## src/rtl/ffd_window_delay_if.sv

```systemverilog
// Sample stream and window status bundle for the energy-detector delay line.
// master drives samples and controls; slave is the delay line itself.
interface ffd_window_delay_if #(
    parameter int WIDTH = 16,
    parameter int CNT_W = 7
);
    logic             clr;
    logic [CNT_W-1:0] len;
    logic             in_valid;
    logic [WIDTH-1:0] in_data;
    logic             out_valid;
    logic [WIDTH-1:0] out_data;
    logic [CNT_W-1:0] fill;
    logic             full;
    logic             len_err;

    modport master (
        output clr, len, in_valid, in_data,
        input  out_valid, out_data, fill, full, len_err
    );

    modport slave (
        input  clr, len, in_valid, in_data,
        output out_valid, out_data, fill, full, len_err
    );
endinterface

```

## src/rtl/ffd_window_delay.sv

```systemverilog
// Qualified WIDTH-bit delay line with run-time window length, departing-sample
// tap and fill tracking for the adaptive-threshold energy detector.
module ffd_window_delay #(
    parameter int WIDTH = 16,
    parameter int DEPTH = 64,
    parameter int CNT_W = 7
) (
    input  logic               clk,
    input  logic               rst,
    ffd_window_delay_if.slave  bus
);
    localparam int IDX_W = (DEPTH > 1) ? $clog2(DEPTH) : 1;

    logic [1:0]       sync;
    logic             run;
    logic             shift;
    logic             len_ok;
    logic             len_change;
    logic             full_int;
    logic [IDX_W-1:0] tap_idx;
    logic [CNT_W-1:0] fill_next;

    logic [WIDTH-1:0] stage [DEPTH];
    logic [CNT_W-1:0] len_q;
    logic [CNT_W-1:0] fill_q;
    logic             out_valid_q;
    logic [WIDTH-1:0] out_data_q;
    logic             len_err_q;

    // Reset release is retimed so no register leaves reset on a partial edge.
    always_ff @(posedge clk or negedge rst) begin
        if (!rst) begin
            sync <= 2'b00;
        end else begin
            sync <= {sync[0], 1'b1};
        end
    end

    assign run        = sync[1];
    assign shift      = run && bus.in_valid;
    assign len_ok     = (bus.len != '0) && (bus.len <= CNT_W'(DEPTH));
    assign len_change = len_ok && (bus.len != len_q);
    assign full_int   = (fill_q == len_q);
    assign tap_idx    = IDX_W'(len_q - CNT_W'(1));

    always_comb begin
        fill_next = fill_q;
        if (bus.clr || len_change) begin
            fill_next = '0;
        end else if (shift && (fill_q < len_q)) begin
            fill_next = fill_q + CNT_W'(1);
        end
    end

    always_ff @(posedge clk or negedge rst) begin
        if (!rst) begin
            for (int i = 0; i < DEPTH; i++) begin
                stage[i] <= '0;
            end
        end else if (shift) begin
            stage[0] <= bus.in_data;
            for (int i = 1; i < DEPTH; i++) begin
                stage[i] <= stage[i-1];
            end
        end
    end

    // The tap is read before the shift, so it is the sample leaving the window.
    always_ff @(posedge clk or negedge rst) begin
        if (!rst) begin
            len_q       <= CNT_W'(1);
            fill_q      <= '0;
            out_valid_q <= 1'b0;
            out_data_q  <= '0;
            len_err_q   <= 1'b0;
        end else if (run) begin
            if (!len_ok) begin
                len_err_q <= 1'b1;
            end
            if (len_change) begin
                len_q <= bus.len;
            end
            fill_q      <= fill_next;
            out_valid_q <= shift && full_int && !bus.clr;
            if (shift) begin
                out_data_q <= stage[tap_idx];
            end
        end
    end

    assign bus.out_valid = out_valid_q;
    assign bus.out_data  = out_data_q;
    assign bus.fill      = fill_q;
    assign bus.full      = full_int;
    assign bus.len_err   = len_err_q;
endmodule

```

## src/flat_wrapper.sv

```systemverilog
// flat-port wrapper written by rule: the top's interface ports become plain ports
module ffd_window_delay_flat 
#(
    parameter int WIDTH = 16,
    parameter int DEPTH = 64,
    parameter int CNT_W = 7
)
  (clk, rst, bus_clr, bus_len, bus_in_valid, bus_in_data, bus_out_valid, bus_out_data, bus_fill, bus_full, bus_len_err);
  ffd_window_delay_if #(.WIDTH(WIDTH), .CNT_W(CNT_W)) bus_i ();
  input  logic clk;
  input  logic rst;
  input wire logic [$bits(bus_i.clr)-1:0] bus_clr;
  input wire logic [$bits(bus_i.len)-1:0] bus_len;
  input wire logic [$bits(bus_i.in_valid)-1:0] bus_in_valid;
  input wire logic [$bits(bus_i.in_data)-1:0] bus_in_data;
  output wire logic [$bits(bus_i.out_valid)-1:0] bus_out_valid;
  output wire logic [$bits(bus_i.out_data)-1:0] bus_out_data;
  output wire logic [$bits(bus_i.fill)-1:0] bus_fill;
  output wire logic [$bits(bus_i.full)-1:0] bus_full;
  output wire logic [$bits(bus_i.len_err)-1:0] bus_len_err;
  assign bus_i.clr = bus_clr;
  assign bus_i.len = bus_len;
  assign bus_i.in_valid = bus_in_valid;
  assign bus_i.in_data = bus_in_data;
  assign bus_out_valid = bus_i.out_valid;
  assign bus_out_data = bus_i.out_data;
  assign bus_fill = bus_i.fill;
  assign bus_full = bus_i.full;
  assign bus_len_err = bus_i.len_err;
  ffd_window_delay #(.WIDTH(WIDTH), .DEPTH(DEPTH), .CNT_W(CNT_W)) u_core (.clk(clk), .rst(rst), .bus(bus_i));
endmodule
```

## config.mk

```make
export PLATFORM = sky130hd
export DESIGN_NAME = ffd_window_delay_flat
export DESIGN_NICKNAME = d
export VERILOG_FILES = /design/src/rtl/ffd_window_delay_if.sv /design/src/rtl/ffd_window_delay.sv /design/src/flat_wrapper.sv
export SDC_FILE = /design/constraint.sdc
export NUM_CORES = 2
export LEC_CHECK = 0
export BUFFER_PORTS_ARGS = -buffer_cell sky130_fd_sc_hd__buf_2
export CAP_MARGIN = 20
export CORE_ASPECT_RATIO = 1.4
export CORE_MARGIN = 2
export CORE_UTILIZATION = 59
export CTS_BUF_LIST = sky130_fd_sc_hd__clkbuf_4 sky130_fd_sc_hd__clkbuf_8
export DETAILED_ROUTE_END_ITERATION = 16
export HOLD_SLACK_MARGIN = 0.03
export PLACE_DENSITY = 0.82
export SLEW_MARGIN = 20
export SYNTH_ARGS = -nofsm -noshare
export SYNTH_HDL_FRONTEND = slang
export SYNTH_SLANG_ARGS = --single-unit
```

## constraint.sdc

```tcl
create_clock -name clk -period 3.6 [get_ports clk]
set_input_delay 0.36 -clock clk [delete_from_list [all_inputs] [get_ports clk]]
set_output_delay 0.36 -clock clk [all_outputs]
set_load 0.01 [all_outputs]
```

# Yosys cells after proc, flatten, opt, wreduce, memory -nomap -nowiden
# Cells that the tools add are included.
[totals]
reg_bits = 1058
in_bits = 27
elab_cells = 98
[classes]
n_addsub = 2
magnitude_cmp = 3
eq_ne = 2
n_mux = 5
n_bitwise = 2
n_reduce_logical = 14
[ops]
columns = ["operator", "count"]
rows = [
  ["$bmux 16 s6", 1],
  ["$mux 16", 2],
  ["$mux 7", 2],
  ["$reduce_and 2->1", 4],
  ["$add 7x1->7 const B", 1],
  ["$eq 7x7->1", 1],
  ["$ge 7x7->1 const B", 1],
  ["$le 7x7->1 const B", 1],
  ["$lt 7x7->1", 1],
  ["$ne 7x7->1", 1],
  ["$not 6->7", 1],
  ["$reduce_bool 7->1", 1],
  ["$logic_and 1x1->1", 6],
  ["$sub 6x1->6 const B", 1],
  ["$reduce_bool 2->1", 1],
  ["$logic_not 1->1", 1],
  ["$logic_or 1x1->1", 1],
  ["$not 1->1", 1],
]

# Logic depth before layout (Yosys ltp)
[depth]
ltp_word = 6
mapped_depth = 16
depth_no_buf = 9

# Worst setup path before layout
# No wires, ideal clock.
[synth_timing]
path_kind = "register to register"
start = "reg u_core.len_q[0]"
end = "reg u_core.out_data_q[6], in the netlist u_core.bus.out_data[6]"
setup_time_ns = 0.126
t_arrival_ns = 3.522
t_required_ns = 3.474
setup_slack_ns = -0.048
path_stages_with_launch = 14
path_buffers = 6
cell_sequence = "dfstp_2 -> buf_2 -> buf_2 -> inv_4 -> buf_2 -> clkbuf_1 -> ha_1 -> xor2_1 -> buf_6 -> buf_6 -> mux4_1 -> mux2i_1 -> a222oi_1 -> a221o_1"
[synth_via]
elab_chain_len = 5
[synth_rtl]
columns = ["item", "line", "source"]
rows = [
  ["start, declared", "ffd_window_delay.sv:24", "logic [CNT_W-1:0] len_q;"],
  ["start signal, assigned", "ffd_window_delay.sv:81", "len_q <= bus.len;"],
  ["$sub 6x1->6", "ffd_window_delay.sv:44", "assign tap_idx = IDX_W'(len_q - CNT_W'(1));"],
  ["$not 6->7 (not written as such)", "ffd_window_delay.sv:86", "out_data_q <= stage[tap_idx];"],
  ["$bmux 16 s6", "ffd_window_delay.sv:86", ""],
  ["$mux 16 (not written as such) (2 in a row)", "ffd_window_delay.sv:86", ""],
  ["end signal, assigned", "ffd_window_delay.sv:86", ""],
  ["end, declared", "ffd_window_delay.sv:27", "logic [WIDTH-1:0] out_data_q;"],
]
# No other way between the ends. The select of a mux whose other input is x is not followed.
# A chain may end at the register's enable or synchronous reset.

# Worst setup path in the final report
[layout_timing]
start = "reg u_core.len_q[0]"
end = "reg u_core.out_data_q[8], in the netlist u_core.bus.out_data[8]"
# Same word-level chain as after synthesis.

==> results.sh <==
export IMPL_nFillCells=5889
export IMPL_worst_path_max_fanout=14
export IMPL_status="finished clean"
export IMPL_drt_total_wl_um=105000
export IMPL_cp_arrival_ps=3900
export IMPL_p_leak_uw=0.0283
export IMPL_layout_min_cycle_time_ps=3210
export IMPL_slowest_stage="o32ai_4"
export IMPL_antenna_found_initial=2
export IMPL_io_buffer_count=52
export IMPL_syn_inst=5117
export IMPL_internal_power_uw=19800
export IMPL_pwr_share_clk_pct=36.2
export IMPL_period_share_pct=89.2
export IMPL_grt_overflow_total=0
export IMPL_clkTransAtPathRegs_ps=60
export IMPL_avgViaCountPerCell=5.63
export IMPL_ys_seq_area_share_pct=55.3
export IMPL_path_class="reg2reg"
export IMPL_swShare_pct=28.6
export IMPL_syn_area_per_cell_sq_um=9.37
export IMPL_synth_seq_cells=1058
export IMPL_postCtsSetupBuffers=0
export IMPL_chipHeight_um=341
export IMPL_drt_iter0_markers=3172
export IMPL_netlist_area_sq_um=47900
export IMPL_ios=53
export IMPL_drc=0
export IMPL_synth_top_area_cell="dfrtp_1"
export IMPL_cp_start_kind="flop"
export IMPL_hold_class="in2async"
export IMPL_rsz0062_at_grt="false"
export IMPL_clock_tree_buffer_depth=3
export IMPL_synth_area_leaders="dfrtp_1 (55%), nand2_1 (25%), mux4_2 (12%), clkbuf_1 (2.0%), mux2i_1 (1.3%)"
export IMPL_p_seq_share_pct=47.4
export IMPL_synth_top_cell_area_share_pct=55.2
export IMPL_vias=35400
export IMPL_cts_tree="done"
export IMPL_drv_cap=0
export IMPL_fmax_mhz=311
export IMPL_slew_headroom_pct=32.8
export IMPL_ir_drop_v=0.000373
export IMPL_crit_path_cell_trace="inv_4 -> ha_4 -> inv_1 -> a21oi_1 -> o32ai_4 -> buf_4 -> a32oi_1 -> nand3_1 -> a31oi_1 -> a221o_1"
export IMPL_final_cell_mix="nand2_1 (3,207), dfrtp_1 (1,057), mux4_2 (251)"
export IMPL_yosysWarnings=0
export IMPL_clkLatencyLatePin_ps=830
export IMPL_drv_slew=0
export IMPL_cts_root_buf="clkbuf_8"
export IMPL_dp_hpwl_um=62700
export IMPL_tns_ps=0
export IMPL_firstDrtPassIters=6
export IMPL_synth_edf_count=0
export IMPL_tightest_slew_ps=1010
export IMPL_async_reset_ff_share_pct=100
export IMPL_drive_gt1_share_pct=13.1
export IMPL_grt_max_degree=216
export IMPL_final_antenna_net_count=0
export IMPL_finalSetupViolCount=0
export IMPL_initial_utilization_pct=59.7
export IMPL_multi_input_area_sq_um=20100
export IMPL_nNetsFinal=5164
export IMPL_combPwrFrac_pct=16.4
export IMPL_fin_util_pct=65.8
export IMPL_cts_max_level=4
export IMPL_gr_usage_all_layers_pct=26.1
export IMPL_design_core_area_sq_um=80300
export IMPL_final_seq_area_sq_um=26500
export IMPL_grt_pass1_vias=35500
export IMPL_mostFrequentLayoutCell="nand2_1"
export IMPL_fp_row_count=123
export IMPL_gp_congestion=0.834
export IMPL_post_drt_wl_per_cell_um=16.7
export IMPL_yosysUniqueCellTypes=49
export IMPL_critical_path_required_ps=4290
export IMPL_ys_flop_type="dfrtp_1"
export IMPL_cts_buffers=158
export IMPL_synth_nets=5153
export IMPL_die_w_um=245
export IMPL_grt_pass1_wl_um=178000
export IMPL_finalHoldViolCount=0
export IMPL_power_density_nw_per_um2=524
export IMPL_slowest_delay_ps=830
export IMPL_fin_skew_ps=36.9
export IMPL_dieArea_sq_um=83600
export IMPL_power_switching_uw=7930
export IMPL_cts_resized_gates=0
export IMPL_cts_sinks=1058
export IMPL_endpoint_kind="flop"
export IMPL_area_growth_pct=10.3
worst paths after layout:
| kind | from | cells after the start | slack (ps) | endpoint |
|---|---|---|---|---|
| hold reg to reg | u_core.sync[0] | 0 | 360 | u_core.sync[1] |
| min in group clk | bus_in_valid | 4 | 200 | u_core.stage[603] |
| setup / recovery | u_core.len_q[0] | 10 | 390 | u_core.bus.out_data[8] |
| setup reg to reg | u_core.len_q[0] | 10 | 390 | u_core.bus.out_data[8] |
| hold / removal | rst | 2 | 160 | u_core.stage[93] |
| max in group asynchronous | rst | 3 | 2250 | u_core.stage[421] |
worst max-delay path: cells and delay by family (launching register included):
family | cells | cell delay (ps)
compound gates | 5 | 1450
fa+ha+maj | 1 | 200
buf+inv | 3 | 520
flops | 1 | 730
simple gates | 1 | 160
repair_timing:
action,4_1_cts,5_1_grt
hold buffers,25,0
endpoints found under the setup margin,0,0
hold endpoints to repair,173,0
layout make-up:
type | count | area share, %
clock inverters | 20 | 0.291
multi-input cells | 3727 | 38.0
repair buffers | 173 | 3.20
clock buffers | 244 | 5.81
inverters | 10 | 0.0758
diodes | 2 | 0.00947
well taps | 1062 | 2.51
flip-flops and latches | 1058 | 50.1
cells by family (layout without fill, tap and decap cells):
kind of cell               count (synthesis)  count (layout)  share of synthesized area (%)
xor gates and xnor gates                  18              18                          0.329
AOI/OAI and AO/OA                         97              97                           1.62
DFF                                     1058            1058                           55.3
adders and majority gates                  9               9                          0.235
buffers and inverters                    332             447                           3.12
and+or+nand+nor                         3275            3275                           25.9
other                                      1               3                        0.00783
muxes                                    327             327                           13.6
power groups by stage:
| stage | combinational (uW) | sequential [uW] | clock [uW] |
|---|---|---|---|
| floorplan | 3170 | 13100 | 0 |
| global route | 4940 | 13200 | 10700 |
| detailed placement | 4570 | 13300 | 0 |
| global placement | 4470 | 13300 | 0 |
| CTS | 4600 | 13100 | 10200 |
| finish | 4550 | 13100 | 10000 |
synth_stat cells (12+ instances only):
cell type  number
dfrtp_1      1057
buf_1          20
a222oi_1       16
buf_2          24
nand3_1        38
clkbuf_1      254
mux4_2        251
a221o_1        15
nand2_1      3208
xnor2_1        12
mux2i_1        64
a31oi_1        34
a32oi_1        16
registers in the layout, summed over array words and instances (netlist names):
register,cells
u_core.bus.fill,7
u_core.bus.len_err,1
u_core.bus.out_data,16
u_core.bus.out_valid,1
u_core.len_q,7
u_core.stage,1024
u_core.sync,2
routing by layer:
layer	part of all wire [%]	global-route usage (%)	up-vias	wire length [um]
li1	-	-	16400	-
met1	41	34.8	17800	43000
met2	51	43.0	950	53400
met3	5.0	4.33	245	5210
met4	3.2	10.6	0	3410
met5	0	0	-	0
through the flow:
step,hold slack [ps],cell area (sq um),setup WS [ps],cells,power (uW)
detailed placement,344,49400,382,6005,17900
global placement,333,49400,478,6005,17800
finish,163,52800,388,6296,27700
floorplan,64.4,47900,59.8,5117,16300
CTS,108,52800,368,6294,27900
global route,178,52800,276,6296,28900
Note: power is estimated with default switching activity, not from simulation.
